<file path="config.mk">
export PLATFORM = sky130hd
export DESIGN_NAME = otter_fetch_unit
export DESIGN_NICKNAME = d
export VERILOG_FILES = /design/src/rtl/otter_fetch_unit.sv
export SDC_FILE = /design/constraint.sdc
export NUM_CORES = 1
export LEC_CHECK = 0
export BUFFER_PORTS_ARGS = -buffer_cell sky130_fd_sc_hd__buf_4
export CAP_MARGIN = 20
export CORE_MARGIN = 2
export CORE_UTILIZATION = 48
export CTS_CLUSTER_SIZE = 24
export DETAILED_ROUTE_END_ITERATION = 10
export GPL_TIMING_DRIVEN = 0
export PLACE_DENSITY = 0.68
export SETUP_SLACK_MARGIN = 0.15
export SYNTH_ARGS = -nofsm -noshare
export SYNTH_HDL_FRONTEND = slang
export SYNTH_SLANG_ARGS = --single-unit
</file>
<file path="constraint.sdc">
create_clock -name CLK -period 4.32 [get_ports CLK]
set_input_delay 0.648 -clock CLK [delete_from_list [all_inputs] [get_ports CLK]]
set_output_delay 0.648 -clock CLK [all_outputs]
set_load 0.05 [all_outputs]
</file>
<file path="src/rtl/otter_fetch_unit.sv">
// rtl/otter_fetch_unit.sv - OTTER instruction fetch: PC generator, pipelined imem port, {PC,IR} prefetch FIFO
module otter_fetch_unit #(
    parameter int              XLEN      = 32,
    parameter int              DEPTH     = 4,
    parameter logic [XLEN-1:0] RESET_VEC = '0
) (
    input  logic            CLK,
    input  logic            RESET_N,
    input  logic            FETCH_EN,
    input  logic            REDIRECT,
    input  logic [XLEN-1:0] REDIRECT_PC,
    output logic            IMEM_REQ,
    output logic [XLEN-1:0] IMEM_ADDR,
    input  logic            IMEM_GNT,
    input  logic            IMEM_RVALID,
    input  logic [XLEN-1:0] IMEM_RDATA,
    output logic            IF_VALID,
    output logic [XLEN-1:0] IF_PC,
    output logic [XLEN-1:0] IF_IR,
    input  logic            DE_READY
);

    localparam int AW = $clog2(DEPTH);
    localparam int CW = AW + 1;

    logic [XLEN-1:0] fetch_pc;
    logic [XLEN-1:0] resp_pc;
    logic [CW-1:0]   outstanding;
    logic [CW-1:0]   outstanding_next;
    logic [CW-1:0]   kill;
    logic [CW-1:0]   count;
    logic [AW-1:0]   wr_ptr;
    logic [AW-1:0]   rd_ptr;
    logic [XLEN-1:0] pc_mem [DEPTH];
    logic [XLEN-1:0] ir_mem [DEPTH];

    logic [CW:0]     occupancy;
    logic            credit;
    logic            grant;
    logic            rsp;
    logic            push;
    logic            pop;
    logic [XLEN-1:0] redirect_aligned;

    // FIFO slots are reserved at request time, so a granted fetch always has room to land.
    assign occupancy        = {1'b0, count} + {1'b0, outstanding};
    assign credit           = occupancy < (CW+1)'(DEPTH);
    assign redirect_aligned = REDIRECT_PC & ~XLEN'(3);

    assign IMEM_REQ  = RESET_N && FETCH_EN && credit && !REDIRECT;
    assign IMEM_ADDR = fetch_pc;
    assign grant     = IMEM_REQ && IMEM_GNT;
    assign rsp       = IMEM_RVALID && (outstanding != '0);
    assign push      = rsp && (kill == '0) && !REDIRECT;

    assign IF_VALID = (count != '0) && !REDIRECT;
    assign IF_PC    = pc_mem[rd_ptr];
    assign IF_IR    = ir_mem[rd_ptr];
    assign pop      = IF_VALID && DE_READY;

    always_comb begin
        outstanding_next = outstanding;
        if (grant && !rsp) begin
            outstanding_next = outstanding + CW'(1);
        end else if (!grant && rsp) begin
            outstanding_next = outstanding - CW'(1);
        end
    end

    always_ff @(posedge CLK or negedge RESET_N) begin
        if (!RESET_N) begin
            fetch_pc    <= RESET_VEC;
            resp_pc     <= RESET_VEC;
            outstanding <= '0;
            kill        <= '0;
            count       <= '0;
            wr_ptr      <= '0;
            rd_ptr      <= '0;
            for (int i = 0; i < DEPTH; i++) begin
                pc_mem[i] <= '0;
                ir_mem[i] <= '0;
            end
        end else begin
            outstanding <= outstanding_next;
            if (REDIRECT) begin
                // Everything still in flight after this cycle belongs to the old path.
                fetch_pc <= redirect_aligned;
                resp_pc  <= redirect_aligned;
                kill     <= outstanding_next;
                count    <= '0;
                wr_ptr   <= '0;
                rd_ptr   <= '0;
            end else begin
                if (grant) begin
                    fetch_pc <= fetch_pc + XLEN'(4);
                end
                if (rsp && (kill != '0)) begin
                    kill <= kill - CW'(1);
                end
                if (push) begin
                    pc_mem[wr_ptr] <= resp_pc;
                    ir_mem[wr_ptr] <= IMEM_RDATA;
                    wr_ptr         <= wr_ptr + AW'(1);
                    resp_pc        <= resp_pc + XLEN'(4);
                end
                if (pop) begin
                    rd_ptr <= rd_ptr + AW'(1);
                end
                if (push && !pop) begin
                    count <= count + CW'(1);
                end else if (!push && pop) begin
                    count <= count - CW'(1);
                end
            end
        end
    end

endmodule

</file>
==> flow_summary.json, run 1 <==
{
  "die-area_um2": 32490,
  "fp.dieH_um": 180.2,
  "first_pass_iters": 5,
  "path_clk_slew_ps": 60,
  "run_status": "completed",
  "clk_latency_ps": 500,
  "critPathSlowestCell": "clkbuf_1",
  "hold_viol": 0,
  "cap_viol_max_count": 0,
  "tns_ps": 0,
  "diodes": 0,
  "total_leakage_power_nw": 8.336,
  "critPathTopFamily": "buffers and inverters",
  "syn_area_per_cell_um2": 13.73,
  "hp-class": "in -> async",
  "yosysWarnings": 0,
  "post_cts_buffers": 0,
  "synth_flop_cell": "dfrtp_1",
  "slowest_delay_ps": 640,
  "path_common_cell": "clkbuf_1",
  "num-fill-cells": 2455,
  "cts_tree": "built",
  "ys_seq_area_share_pct": 53.88,
  "post_synth_main_area_contributors": "dfrtp_1, mux2_2, mux4_2, nand2_1, o21ai_0",
  "synth_edf_count": 0,
  "finalCritPeriodShare_pct": 81.52,
  "cp-end-kind": "primary output",
  "grt_pass1_wl_um": 54840,
  "tightest_slew_ps": 815.6,
  "nets": 1375,
  "vias": 9743,
  "rsz0062_at_grt": "no",
  "grt_antenna_before_repair": 0,
  "synth.top_cell.area_share_pct": 53.88,
  "grtUsageTotal_pct": 21.10,
  "p_comb_share_pct": 38.8,
  "hpwlAfterDp_um": 23500,
  "clock.fmax_mhz": 283.9,
  "cts_resized": 0,
  "final_cell_mix": "dfrtp_1, mux2_2, buf_4",
  "synth-seq-cells": 321,
  "core_um2": 30590,
  "drt-total-wl_um": 33940,
  "ant_nets": 0,
  "vias_per_cell": 5.718,
  "final_util_pct": 58.09,
  "clockBufferDepth": 3,
  "row_count": 64,
  "power.clock.fraction_pct": 25.8,
  "place_congestion": 0.8543,
  "p_switching_mw": 4.034,
  "arrival_ps": 2870,
  "synth-async-reset-ratio_pct": 100.0,
  "path_class": "in -> out",
  "path_max_fanout": 10,
  "cp.buffers_inverters": 5,
  "swShare_pct": 37.07,
  "dieWidth_um": 180.2,
  "powerDensity_nw_per_um2": 612.4,
  "setup_viol": 0,
  "grt_max_degree": 100,
  "wire_per_inst_um": 19.92,
  "portBuffers": 161,
  "synthCells": 1086,
  "start_util_pct": 48.74,
  "p_int_mw": 6.848,
  "skew_ps": 10.02,
  "netlist_area_um2": 14910,
  "grt_pass1_vias": 10040,
  "timing.final.max_slew_violations": 0,
  "relSlewSlack_pct": 45.39,
  "grt.overflow.total": 0,
  "synth.distinct_cells": 51,
  "ctsHoldBuffers": 0,
  "clock-sinks": 321,
  "path_cells": "buf_2, clkbuf_1, clkbuf_1, clkbuf_1, nor2_1, buf_4",
  "area_growth_pct": 19.18,
  "drt_iter0_markers": 504,
  "io_pins": 169,
  "cts_root_buf": "clkbuf_16",
  "synth_area_leader_cell": "dfrtp_1",
  "irDropWorstVdd_v": 0.0003058,
  "layout_commonest_cell": "dfrtp_1",
  "cp.required_ps": 3670,
  "numCtsBuffers": 35,
  "drc": 0,
  "cts.htree.levels": 2,
  "cp-start-kind": "input port",
  "drive_gt1_share_pct": 44.34,
  "total_power_mw": 10.88,
  "p_seq_share_pct": 35.4,
  "post-route-min-period_ps": 3522
}
cell type report:
cell class / count / area [µm²] / share of cell area [%]
flip-flops and latches: 321 / 8033 / 45.21
multi-input cells: 673 / 6455 / 36.33
repair buffers: 164 / 1299 / 7.309
clock buffers: 48 / 964.7 / 5.429
well taps: 396 / 495.5 / 2.789
plain buffers: 77 / 365.4 / 2.056
clock inverters: 7 / 88.84 / 0.5000
inverters: 18 / 67.56 / 0.3803
synth_stat cells (all sizes together), types with 2 or more instances:
| library cell | count |
|---|---|
| xor2 | 25 |
| o211ai | 16 |
| a21o | 2 |
| and3 | 11 |
| inv | 18 |
| xnor2 | 10 |
| nor4 | 3 |
| mux2i | 2 |
| or4 | 6 |
| ha | 13 |
| o21ai | 49 |
| nor2 | 21 |
| clkbuf | 29 |
| nor3b | 3 |
| buf | 48 |
| nor2b | 3 |
| or3 | 2 |
| and4 | 3 |
| nor3 | 16 |
| nand4 | 23 |
| mux4 | 62 |
| a21oi | 8 |
| and2 | 3 |
| o311ai | 10 |
| mux2 | 254 |
| o31a | 4 |
| nand2 | 69 |
| a31oi | 7 |
| dfrtp | 321 |
| nand3 | 35 |
per-stage QoR:
| stage | worst slack [ps] | hold slack (ps) | std cells | instance area [µm²] |
|---|---|---|---|---|
| 5_1_grt | 701.3 | 94.46 | 1704 | 17770 |
| 3_3_place_gp | -1737 | 481.0 | 1646 | 16620 |
| 2_1_floorplan | 1610 | 352.4 | 1089 | 14920 |
| 6_report | 798.2 | 66.55 | 1704 | 17770 |
| 4_1_cts | 796.7 | 77.40 | 1704 | 17770 |
| 3_5_place_dp | 656.2 | 487.4 | 1649 | 16710 |
metal layers:
layer  up-vias  routed length [µm]  track usage (%)  share of wire (%)
met4         0                 665            4.903                2.0
met1      4973               15770            31.31                 46
met2       326               15540            32.78                 46
met5         -                   0                0                  0
li1       4394                   -                -                  -
met3        50                1973            3.557                5.8
sequential cells by signal, summed over array words and instances, names as in the netlist:
name,cells
ir_mem,128
pc_mem,120
IMEM_ADDR,30
resp_pc,30
count,3
kill,3
outstanding,3
rd_ptr,2
wr_ptr,2
cell families (layout without fill, tap and decap cells):
family          count (synthesis)  count (layout)  share of synthesized area (%)
mux                           318             318                          28.68
other cells                     1               4                        0.02515
compound gates                101             101                          4.221
buf+inv                        95             314                          2.904
xor+xnor                       35              35                          2.056
flops                         321             321                          53.88
fa+ha+maj                      14              14                          1.225
simple gates                  201             201                          7.008
worst paths after layout:
check / cells after the start / slack [ps] / start / to
setup / recovery: 6 / 800 / REDIRECT / IF_VALID
hold / removal: 1 / 70 / RESET_N / ir_mem[57]$_DFFE_PN0P_
setup reg to reg: 7 / 1550 / outstanding[2]$_DFF_PN0_ / IMEM_ADDR[21]$_DFFE_PN0P_
hold reg to reg: 1 / 500 / pc_mem[82]$_DFFE_PN0P_ / pc_mem[82]$_DFFE_PN0P_
max in group asynchronous: 3 / 3070 / RESET_N / pc_mem[89]$_DFFE_PN0P_
min in group CLK: 3 / 400 / REDIRECT_PC[25] / IMEM_ADDR[25]$_DFFE_PN0P_
power groups by stage:
| stage | Sequential (mW) | Clock, mW | Combinational [mW] |
|---|---|---|---|
| after floorplan | 3.90 | 0 | 3.03 |
| after global placement | 3.87 | 0 | 4.20 |
| after CTS | 3.85 | 2.88 | 4.27 |
| after global routing | 3.92 | 3.01 | 4.46 |
| final | 3.85 | 2.81 | 4.22 |
| after detailed placement | 3.89 | 0 | 4.27 |
Note: power is estimated with default switching activity, not from simulation.
==> run 2: changes to the inputs <==
==> constraint.sdc (replaced) <==
create_clock -name CLK -period 3.3 [get_ports CLK]
set_input_delay 0.495 -clock CLK [delete_from_list [all_inputs] [get_ports CLK]]
set_output_delay 0.495 -clock CLK [all_outputs]
set_load 0.05 [all_outputs]
==> run 2 against run 1 <==
Sequential share of layout area fell by 0.10 points. Largest cell class unchanged. Routed wire length barely moved. Non-clock buffer count rose by 2. Largest power group unchanged. Combinational power rose by 31%. Worst hold slack got worse by 64 ps. Clock skew fell by 2.0 ps. Clock-buffer cell count did not move. Design area rose by 0.23%. Final cell count rose by 0.12%. Utilization rose by 0.13 points. Sequential power rose by 31%. Register-to-register slack got worse by 1000 ps. Critical path type unchanged.
==> flow_summary.json, run 2 (synthesis results as in run 1) <==
{
  "run_status": "completed",
  "fp.dieH_um": 180.2,
  "drive_gt1_share_pct": 44.50,
  "total_power_mw": 14.25,
  "path_clk_slew_ps": 50,
  "dieWidth_um": 180.2,
  "tightest_slew_ps": 798.7,
  "final_cell_mix": "dfrtp_1, mux2_2, buf_4",
  "drt-total-wl_um": 33970,
  "numCtsBuffers": 35,
  "wire_per_inst_um": 19.91,
  "clk_latency_ps": 500,
  "hpwlAfterDp_um": 23500,
  "hold_viol": 0,
  "grt_max_degree": 100,
  "powerDensity_nw_per_um2": 800.4,
  "row_count": 64,
  "drc": 0,
  "cp.required_ps": 2800,
  "skew_ps": 7.990,
  "drt_iter0_markers": 508,
  "dpl-instance-area_um2": 16710,
  "vias": 9761,
  "cts.htree.levels": 2,
  "cp-start-kind": "input port",
  "hp-class": "in -> async",
  "place_congestion": 0.8543,
  "num-fill-cells": 2452,
  "path_class": "in -> out",
  "area_growth_pct": 19.44,
  "core_um2": 30590,
  "grt_pass1_vias": 10050,
  "cp-end-kind": "primary output",
  "cts_tree": "built",
  "cap_viol_max_count": 0,
  "clock.fmax_mhz": 334.4,
  "timing.final.max_slew_violations": 0,
  "grtUsageTotal_pct": 21.13,
  "setup_viol": 0,
  "ant_nets": 0,
  "nets": 1377,
  "top_register": "ir_mem",
  "vias_per_cell": 5.722,
  "post-route-min-period_ps": 2991,
  "grt_antenna_before_repair": 0,
  "top_regs": "ir_mem (128), pc_mem (120)",
  "portBuffers": 161,
  "finalCritPeriodShare_pct": 90.62,
  "first_pass_iters": 5,
  "diodes": 0,
  "irDropWorstVdd_v": 0.0004003,
  "relSlewSlack_pct": 46.52,
  "die-area_um2": 32490,
  "total_leakage_power_nw": 8.359,
  "clockBufferDepth": 3,
  "cts_root_buf": "clkbuf_16",
  "hold_slack_ps": 2.879,
  "io_pins": 169,
  "clock-sinks": 321,
  "grt.overflow.total": 0,
  "layout_commonest_cell": "dfrtp_1",
  "grt_pass1_wl_um": 54910,
  "start_util_pct": 48.74,
  "path_max_fanout": 10,
  "arrival_ps": 2500,
  "largest_reg_flops": 128,
  "design_area_um2": 17810,
  "rsz0062_at_grt": "no"
}
## run 2: changes by cell type in the layout (fill, tap and decap cells not counted)
cell	delta
clkbuf_1	-3
dlygate4sd3_1	+1
buf_1	+1
clkbuf_2	+2
buf_16	+1
## run 2: path summary, 6_finish.rpt
kind,from,endpoint,slack [ps],cells past startpoint
setup / recovery,REDIRECT,IF_VALID,310,6
hold / removal,RESET_N,ir_mem[121]$_DFFE_PN0P_,3,2
setup reg to reg,outstanding[2]$_DFF_PN0_,IMEM_ADDR[21]$_DFFE_PN0P_,550,7
hold reg to reg,pc_mem[82]$_DFFE_PN0P_,pc_mem[82]$_DFFE_PN0P_,500,1
max in group asynchronous,RESET_N,pc_mem[80]$_DFFE_PN0P_,2410,3
min in group CLK,IMEM_RDATA[14],ir_mem[110]$_DFFE_PN0P_,240,2
## run 2: worst max-delay path: stages
cell	delay, ps
buf_2	200
clkbuf_1	510
clkbuf_1	510
clkbuf_2	440
nor2_1	120
buf_4	210
## run 2: final cells by class
class | count | area (µm²) | share of cell area [%]
Inverter | 18 | 67.56 | 0.3794
Tap cell | 396 | 495.5 | 2.782
Timing Repair Buffer | 166 | 1336 | 7.504
Clock buffer | 48 | 964.7 | 5.417
Multi-Input combinational cell | 673 | 6455 | 36.25
Buffer | 77 | 367.9 | 2.066
Sequential cell | 321 | 8033 | 45.11
Clock inverter | 7 | 88.84 | 0.4988
## run 2: power by group
| part | internal [mW] | leakage [nW] | switching (mW) |
|---|---|---|---|
| registers | 4.61 | 4.26 | 0.429 |
| clock network | 2.19 | 0.519 | 1.50 |
| logic | 2.17 | 3.58 | 3.36 |
| total | 8.97 | 8.36 | 5.28 |
## run 2: through the flow
| stage | setup TNS (ps) | setup slack, ps | cells | utilization [%] |
|---|---|---|---|---|
| 2_1_floorplan | 0 | 804.1 | 1089 | - |
| 3_3_place_gp | -471090 | -2604 | 1646 | 54.35 |
| 3_5_place_dp | -959.0 | -210.8 | 1649 | 54.64 |
| 4_1_cts | 0 | 266.5 | 1706 | 58.22 |
| 5_1_grt | 0 | 152.3 | 1706 | 58.22 |
| 6_report | 0 | 309.5 | 1706 | 58.22 |
## run 2: timing repair
| item | 4_1_cts | 5_1_grt |
|---|---|---|
| setup buffers | 0 | 0 |
| resized for setup | 2 | 1 |
| hold buffers | 2 | 0 |
| endpoints found under the hold margin | 54 | 0 |
| setup endpoints to repair | 52 | 3 |
## run 2: metal layers
metal	global-route usage, %	wire (µm)	vias to the layer above
met3	3.557	1972	54
met4	4.903	695	0
li1	-	-	4404
met1	31.38	15800	4970
met5	0	0	-
met2	32.81	15500	333
==> run 3: changes to the inputs <==
--- a/config.mk
+++ b/config.mk
@@ -7,13 +7,17 @@
 export LEC_CHECK = 0
 export BUFFER_PORTS_ARGS = -buffer_cell sky130_fd_sc_hd__buf_4
 export CAP_MARGIN = 20
+export CELL_PAD_IN_SITES_DETAIL_PLACEMENT = 0
+export CELL_PAD_IN_SITES_GLOBAL_PLACEMENT = 1
 export CORE_MARGIN = 2
 export CORE_UTILIZATION = 48
 export CTS_CLUSTER_SIZE = 24
 export DETAILED_ROUTE_END_ITERATION = 10
 export GPL_TIMING_DRIVEN = 0
-export PLACE_DENSITY = 0.68
+export PLACE_DENSITY_LB_ADDON = 0.1
+export REMOVE_ABC_BUFFERS = 1
 export SETUP_SLACK_MARGIN = 0.15
+export SLEW_MARGIN = 20
 export SYNTH_ARGS = -nofsm -noshare
 export SYNTH_HDL_FRONTEND = slang
 export SYNTH_SLANG_ARGS = --single-unit
==> run 3 against run 2 <==
Utilization increased by 0.066 points. Register-to-register slack got worse by 50 ps. Routed wire length increased by 0.41%. Critical endpoint is now IF_PC[21]. Total power increased by 1.6%. Highest routed layer unchanged. Critical path depth decreased by 2. Sequential cell count unchanged. Die area unchanged.
==> flow_summary.json, run 3 (synthesis results as in run 1) <==
{
  "p_comb_share_pct": 37.6,
  "clock-sinks": 321,
  "ant_nets": 0,
  "drc": 0,
  "post-route-min-period_ps": 2969,
  "critPathSlowestCell": "dfrtp_4",
  "p_int_mw": 9.146,
  "die-area_um2": 32490,
  "finalCritPeriodShare_pct": 89.98,
  "drt_iter0_markers": 498,
  "rsz0062_at_grt": "no",
  "slowest_delay_ps": 580,
  "grt_max_degree": 94,
  "clock.fmax_mhz": 336.8,
  "dieWidth_um": 180.2,
  "grt_antenna_before_repair": 0,
  "layout_commonest_cell": "dfrtp_1",
  "io_pins": 169,
  "cts.htree.levels": 2,
  "dp_cells": 1583,
  "drive_gt1_share_pct": 45.09,
  "p_switching_mw": 5.332,
  "diodes": 0,
  "run_status": "completed",
  "p_seq_share_pct": 35.3,
  "place_congestion": 0.7556,
  "layoutNonFillerInstCount": 1649,
  "grt.overflow.total": 0,
  "powerDensity_nw_per_um2": 812.1,
  "fp.dieH_um": 180.2,
  "timing.final.max_slew_violations": 0,
  "total_leakage_power_nw": 8.369,
  "final_cell_mix": "dfrtp_1, mux2_2, buf_4",
  "first_pass_iters": 5,
  "worst_slack_ps": 330.7,
  "clk_latency_ps": 520,
  "core_um2": 30590,
  "path_max_fanout": 32,
  "path_clk_slew_ps": 60,
  "path_class": "reg -> out",
  "relSlewSlack_pct": 26.76,
  "area_growth_pct": 19.58,
  "hpwlAfterDp_um": 21710,
  "power.clock.fraction_pct": 27.1,
  "wire_per_inst_um": 20.68,
  "grt_pass1_wl_um": 55170,
  "cp.required_ps": 2800,
  "swShare_pct": 36.83,
  "portBuffers": 162,
  "vias_per_cell": 5.691,
  "vias": 9384,
  "path_cells": "buf_16, buf_12, mux4_2, buf_4",
  "cp-end-kind": "primary output",
  "tightest_slew_ps": 1095,
  "cp-start-kind": "flip-flop",
  "irDropWorstVdd_v": 0.0004014,
  "r2r_slack_ps": 500,
  "grtUsageTotal_pct": 21.37,
  "clockBufferDepth": 3,
  "cts_root_buf": "clkbuf_16",
  "grt_pass1_vias": 9601,
  "drt-total-wl_um": 34110,
  "row_count": 64,
  "top_register": "ir_mem",
  "nets": 1311,
  "setup_viol": 0,
  "numCtsBuffers": 36,
  "hold_viol": 0,
  "arrival_ps": 2470,
  "place_ws_ps": -411.7,
  "cap_viol_max_count": 0,
  "start_util_pct": 48.74,
  "skew_ps": 16.77,
  "cts_tree": "built",
  "largest_reg_flops": 128,
  "hp-class": "in -> async",
  "top_regs": "ir_mem (128), pc_mem (120)"
}
[run 3: cell types whose count changed in the layout (fill, tap and decap cells not counted), sizes merged]
| cell | previous run | this run |
|---|---|---|
| clkbuf | 76 | 55 |
| clkinv | 4 | 7 |
| bufinv | 2 | 1 |
| inv | 19 | 20 |
| buf | 214 | 176 |
| dlygate4sd3 | 1 | 0 |
[run 3: through the flow]
stage | util [%] | hold slack [ps] | instance area, µm² | setup TNS (ps) | power, mW
after detailed placement | 54.33 | 484.5 | 16620 | -62180 | 10.67
after global placement | 53.18 | 482.1 | 16270 | -1234570 | 10.43
final | 58.28 | 1.043 | 17830 | 0 | 14.48
after CTS | 58.25 | 13.76 | 17820 | 0 | 14.65
after floorplan | - | 199.4 | 14560 | -94890 | 9.026
after global routing | 58.28 | 25.37 | 17830 | 0 | 15.20
[run 3: metal layers]
layer,vias up,share of wire (%),GRT usage [%]
li1,4292,-,-
met1,4822,46,30.61
met2,220,47,33.91
met3,50,4.9,3.941
met4,0,2.1,5.452
met5,-,0,0
[run 3: final cells by class]
cell class	count	area [µm²]
Fill cell	2499	12760
Sequential cell	321	8040
Clock inverter	10	82.58
Multi-Input combinational cell	673	6513
Tap cell	396	495.5
Inverter	18	67.56
Timing Repair Buffer	176	1556
Clock buffer	55	1074
[run 3: power by group through the flow]
stage | Sequential (mW) | Clock [mW] | Combinational, mW
2_1_floorplan | 5.30 | 0 | 3.73
3_3_place_gp | 5.36 | 0 | 5.06
3_5_place_dp | 5.18 | 0 | 5.49
4_1_cts | 5.12 | 4.02 | 5.51
5_1_grt | 5.22 | 4.20 | 5.78
6_report | 5.11 | 3.92 | 5.45
[run 3: timing repair]
item	4_1_cts	5_1_grt
endpoints found under the hold margin	62	0
endpoints found under the setup margin	251	21
setup buffers	0	0
resized for setup	4	1
hold buffers	1	0
[run 3: worst paths after layout]
kind	startpoint	end	cells after the start
setup reg to reg	outstanding[0]$_DFF_PN0_	resp_pc[25]$_DFFE_PN0N_	9
max in group asynchronous	RESET_N	rd_ptr[1]$_DFFE_PN0P_	2
min in group CLK	REDIRECT_PC[17]	resp_pc[17]$_DFFE_PN0N_	3
hold reg to reg	pc_mem[36]$_DFFE_PN0P_	pc_mem[36]$_DFFE_PN0P_	1
setup / recovery	rd_ptr[0]$_DFFE_PN0P_	IF_PC[21]	4
hold / removal	RESET_N	ir_mem[97]$_DFFE_PN0P_	2
[run 3: critical path: cells and delay by family, from the launching register on]
kind / cells / cell delay [ps]
buffers and inverters: 3 / 780
muxes: 1 / 540
DFF: 1 / 580
